[config.mk]
export PLATFORM = sky130hd
export DESIGN_NAME = cmp_arbiter
export DESIGN_NICKNAME = d
export VERILOG_FILES = /design/src/rtl/cmp_arbiter.sv
export SDC_FILE = /design/constraint.sdc
export NUM_CORES = 1
export LEC_CHECK = 0
export ABC_AREA = 1
export CORE_MARGIN = 4
export CORE_UTILIZATION = 34
export DETAILED_ROUTE_END_ITERATION = 10
export PLACE_DENSITY = 0.77
export SKIP_LAST_GASP = 1
export SYNTH_ARGS = -nofsm -noshare
export SYNTH_HDL_FRONTEND = slang
export SYNTH_SLANG_ARGS = --single-unit
export TNS_END_PERCENT = 5
[constraint.sdc]
create_clock -name CLK -period 1.1 [get_ports CLK]
set_clock_uncertainty 0.15 [all_clocks]
set_input_delay 0.22 -clock CLK [delete_from_list [all_inputs] [get_ports CLK]]
set_output_delay 0.22 -clock CLK [all_outputs]
set_load 0.03 [all_outputs]
[src/rtl/cmp_arbiter.sv]
// cmp_arbiter: round-robin share of one equality comparator between two requesters.
// Optional CMP_ARB_STATS_EN adds a completed-compare counter and last-owner output.
module cmp_arbiter #(
   parameter int WIDTH = 16
) (
   input  logic             CLK,
   input  logic             Reset,
   input  logic             Req0,
   input  logic [WIDTH-1:0] A0,
   input  logic [WIDTH-1:0] B0,
   input  logic             Req1,
   input  logic [WIDTH-1:0] A1,
   input  logic [WIDTH-1:0] B1,
   output logic             Grant0,
   output logic             Grant1,
   output logic             Done0,
   output logic             Done1,
   output logic [WIDTH-1:0] Result,
   output logic [WIDTH-1:0] CmpA,
   output logic [WIDTH-1:0] CmpB,
   output logic             CmpControl,
`ifdef CMP_ARB_STATS_EN
   output logic [15:0]      CmpCount,
   output logic             LastOwner,
`endif
   input  logic [WIDTH-1:0] CmpR
);
   typedef enum logic [1:0] {IDLE, COMPARE, RESPOND} state_t;
   state_t r_state, w_next;
   logic r_prio, r_owner, w_win, w_any;
   logic [WIDTH-1:0] r_a, r_b, r_result;
   always_comb begin
      w_any = Req0 | Req1;
      w_win = (Req0 & Req1) ? r_prio : Req1;
      w_next = r_state;
      case (r_state)
         IDLE:    w_next = w_any ? COMPARE : IDLE;
         COMPARE: w_next = RESPOND;
         default: w_next = IDLE;
      endcase
   end
   always_ff @(posedge CLK) begin
      if (Reset) begin
         r_state  <= IDLE;
         r_prio   <= 1'b0;
         r_owner  <= 1'b0;
         r_a      <= '0;
         r_b      <= '0;
         r_result <= '0;
      end else begin
         r_state <= w_next;
         if (r_state == IDLE && w_any) begin
            r_owner <= w_win;
            r_a     <= w_win ? A1 : A0;
            r_b     <= w_win ? B1 : B0;
         end
         if (r_state == COMPARE) r_result <= {{(WIDTH-1){1'b0}}, CmpR[0]};
         if (r_state == RESPOND) r_prio <= ~r_owner;
      end
   end
`ifdef CMP_ARB_STATS_EN
   logic [15:0] r_count;
   logic        r_last;
   always_ff @(posedge CLK) begin
      if (Reset) begin
         r_count <= '0;
         r_last  <= 1'b0;
      end else if (r_state == RESPOND) begin
         r_count <= r_count + 16'd1;
         r_last  <= r_owner;
      end
   end
   assign CmpCount  = r_count;
   assign LastOwner = r_last;
`endif
   // Operand regs drive the comparator directly so they hold through RESPOND.
   assign CmpA       = r_a;
   assign CmpB       = r_b;
   assign CmpControl = (r_state == COMPARE);
   assign Grant0     = (r_state == COMPARE) & ~r_owner;
   assign Grant1     = (r_state == COMPARE) &  r_owner;
   assign Done0      = (r_state == RESPOND) & ~r_owner;
   assign Done1      = (r_state == RESPOND) &  r_owner;
   assign Result     = r_result;
endmodule
* Word level (Yosys, flattened, before mapping)
Index checks and enable logic that the tools add are counted.
Operators by class: equality and inequality tests 2, mux-type cells 5, bitwise operators 7, reductions and logical operators 2
Operators by type and width (count):
- $mux W16 | 2
- $and A1 B1 Y1 | 5
- $pmux W2 S2 | 1
- $eq A2 B1 Y1 const B | 1
- $eq A2 B2 Y1 const B | 1
- $logic_not A2 Y1 | 1
- $mux W1 | 2
- $logic_and A1 B1 Y1 | 1
- $not A1 Y1 | 1
- $or A1 B1 Y1 | 1
Storage, ports and cells: flip-flop bits (word level) 37, input port bits 84, word-level logic and storage cells 22

* Logic depth before layout (Yosys ltp)
word-level depth 3, depth in mapped cells 8

* Worst setup path before layout
Ideal clock, no wire load.
path kind reg-to-output, from register r_state[0], to output port Grant0, data arrival time 1.427 ns, required time 0.730 ns, path slack -0.697 ns, stages on the path, launching flop included 5, path buffers 0, cells stage by stage dfxtp_1 inv_1 nor2_1 inv_1 nor2_1
On the way: word-level cells in the longest chain between the ends 2
Ends and longest elaborated chain:
- start, declared | line 29 | state_t r_state, w_next;
- start signal, assigned | line 51 | r_state <= w_next;
- $eq A2 B1 Y1
- via CmpControl | line 21 | output logic CmpControl,
- $and A1 B1 Y1 | line 80 | assign Grant0 = (r_state == COMPARE) & ~r_owner;
- end, declared | line 14 | output logic Grant0,
The timed path passes the listed nets, and every way through them passes these cells.

* Worst setup path after layout
from register r_state[0], to output port Grant0
On the way: word-level cells in the longest chain between the ends 2
Ends and longest elaborated chain (line):
- $eq A2 B1 Y1 | 80
- $and A1 B1 Y1 | 80
No other way between the ends.

==> results <==
[registers in the layout, summed over array words and instances, names as in the netlist]
register	cells
CmpA	16
Result	1
r_prio	1
r_owner	1
CmpB	16
r_state	2
[per-layer routing]
| metal | share of wire | vias to the layer above | wire, µm | global-route usage |
|---|---|---|---|---|
| met2 | 0.49 | 92 | 3100 | 0.287 |
| li1 | - | 1342 | - | - |
| met5 | 0 | - | 0 | 0 |
| met4 | 0.0046 | 0 | 29 | 0.0370 |
| met1 | 0.42 | 1067 | 2650 | 0.166 |
| met3 | 0.083 | 4 | 523 | 0.0525 |
[worst min-delay path: cells and delay by family]
family | cells | cell delay [ns]
AO/OA/AOI/OAI | 1 | 0.06
buffers and inverters | 2 | 0.32
AND/OR/NAND/NOR | 1 | 0.09
[layout by cell type, fill, tap and decap left out]
master and instances:
a211oi_1 1, a21oi_1 33, buf_12 7, buf_2 1, buf_4 45, buf_6 4, clkbuf_1 3, clkbuf_8 5
clkdlybuf4s50_1 67, conb_1 15, dfxtp_1 35, dfxtp_2 2, inv_1 68, inv_2 1, inv_4 1, nand2_1 98
nand2_2 2, nand3_1 33, nor2_1 70, nor2_2 1, nor2_4 5, o21ai_0 1, o21ai_2 1
[worst paths after layout]
kind / startpoint / cells after the start / slack, ns / endpoint
min reg2reg: CmpB[8] / 4 / 0.37 / CmpB[8]
min: Req1 / 4 / 0.31 / r_owner
max reg2reg: r_state[0] / 7 / -0.19 / CmpB[0]
max: r_state[0] / 5 / -0.33 / Grant0
[cell usage after synthesis]
cell,n
nand2_1,100
nor2_1,75
inv_1,70
dfxtp_1,37
a21oi_1,33
nand3_1,33
buf_4,23
buf_6,6
clkbuf_1,5
buf_2,4
a211oi_1,1
conb_1,1
nor2_4,1
o21ai_0,1
o21ai_2,1
[kinds of logic after synthesis]
group,count (synthesis),share of synthesized area
AO/OA/AOI/OAI,36,0.0808
buffers and inverters,108,0.235
flip-flops,37,0.321
other,1,0.00163
AND/OR/NAND/NOR,209,0.361
[layout make-up]
cell class | instances | area (µm²) | share of cell area
clock buffers | 8 | 80.1 | 0.0229
inverters | 70 | 265 | 0.0758
multi-input cells | 260 | 1110 | 0.318
flip-flops and latches | 37 | 743 | 0.213
well taps | 77 | 96.3 | 0.0275
repair buffers | 124 | 1200 | 0.343
[power breakdown]
part	switching [mW]	total (mW)	leakage, nW	internal, mW
registers	0.0840	1.58	0.308	1.49
clock network	0.449	0.899	0.0395	0.450
logic	0.970	1.71	1.46	0.739
[timing repair]
action                                  CTS  global route
pin swaps                                 3             0
gates resized for setup                   7             1
setup buffers                             2             0
hold buffers                              0             0
endpoints found under the setup margin   72            75
[per-stage QoR]
step | instances | TNS [ns] | hold slack, ns | area [µm²] | setup WS [ns]
finish | 576 | -10.45 | 0.312 | 3500 | -0.329
global route | 576 | -14.81 | 0.321 | 3500 | -0.401
CTS | 576 | -10.89 | 0.306 | 3490 | -0.347
detailed placement | 566 | -17.92 | 0.354 | 3380 | -0.547
global placement | 566 | -16.83 | 0.353 | 3380 | -0.514
floorplan | 405 | -2.88 | 0.135 | 2390 | -0.177
==> impl_metrics.ini <==
[worst_setup_path]
critPathTopFamily = flip-flops
crit_path_end_kind = output pin
path_class = reg2out
crit_buf_inv = 3
critical_path.max_fanout = 3
arrival_ns = 1.06
crit_required_ns = 0.73
crit_slowest_cell = dfxtp_2
crit_top_cell = nor2_4
worstPathCellList = inv_2, nor2_4, inv_4, nor2_4, buf_6
slowest_delay_ns = 0.34
startpoint_type = flip-flop

[pwr]
irDropWorstVdd_mv = 0.501
powerDensity_nw_per_um2 = 1200
finalPower_mw = 4.19
power_leakage_nw = 1.81

[cells_and_area]
num-fill-cells = 652
final_core_util = 0.541
final_net_count = 582
diodes = 0
drive_gt1_frac = 0.150
area_growth_pct = 51.7

[routing]
routed_wirelength_um = 6300
num_vias = 2505
remaining_drc_errors = 0
drtIter0Drc = 61
routedWlPerCell_um = 10.9
vias_per_cell = 4.35
drtPass1Iterations = 4
drtAntennaViolNets = 0

[flow_run]
maxCapViolCount = 0

[sta]
setup_ws_ns = -0.329
max_freq_ghz = 0.700
min_period_over_period = 1.30
drv_slew = 0
setup_violations = 73
final_hold_viol_count = 0
fin_crit_ns = 1.43
rsz0062_at_grt = true

[clock_tree]
clk_transition_reported_paths_ns = 0.07
htreeDepth = 2
cts-root-buf = clkbuf_8
clkSinkCount = 37
clock_latency_ns = 0.28
cts_tree = yes
clock_path_buffers = 2
numCtsBuffers = 5

[synth]
synth_area_um2 = 2310
synth_top_cell_by_area = dfxtp_1
yosys_warnings = 0
netlist_instances = 391
yosysSeqAreaShare = 0.321
synth_seq_cells = 37
synth.top_cell.area_share = 0.321
yosysUniqueCellTypes = 15
avgSynthCellArea_um2 = 5.90
synth_area_leaders = dfxtp_1 (32%), nand2_1 (16%), nor2_1 (12%)

[floorplan]
fp.coreArea_um2 = 6460
die-area_um2 = 8160
start_util = 0.357
die_h_um = 90.4
fp.dieW_um = 90.4
fp-row-count = 29
io_pins = 137

[global_route]
grt_usage = 0.154
grt_max_degree = 38
grt-ovfl-total = 0
first_global_vias = 2353
grt_pass1_wl_um = 10600
antenna_found_initial = 0

[run_status]
outcome = finished, violations left
failed_checks = negative setup slack

[place]
io_buffers = 106
dp_hpwl_um = 4610
gp_congestion = 0.775

[hold_path]
min_path_type = in2reg
(Power assumes the default switching activity.)
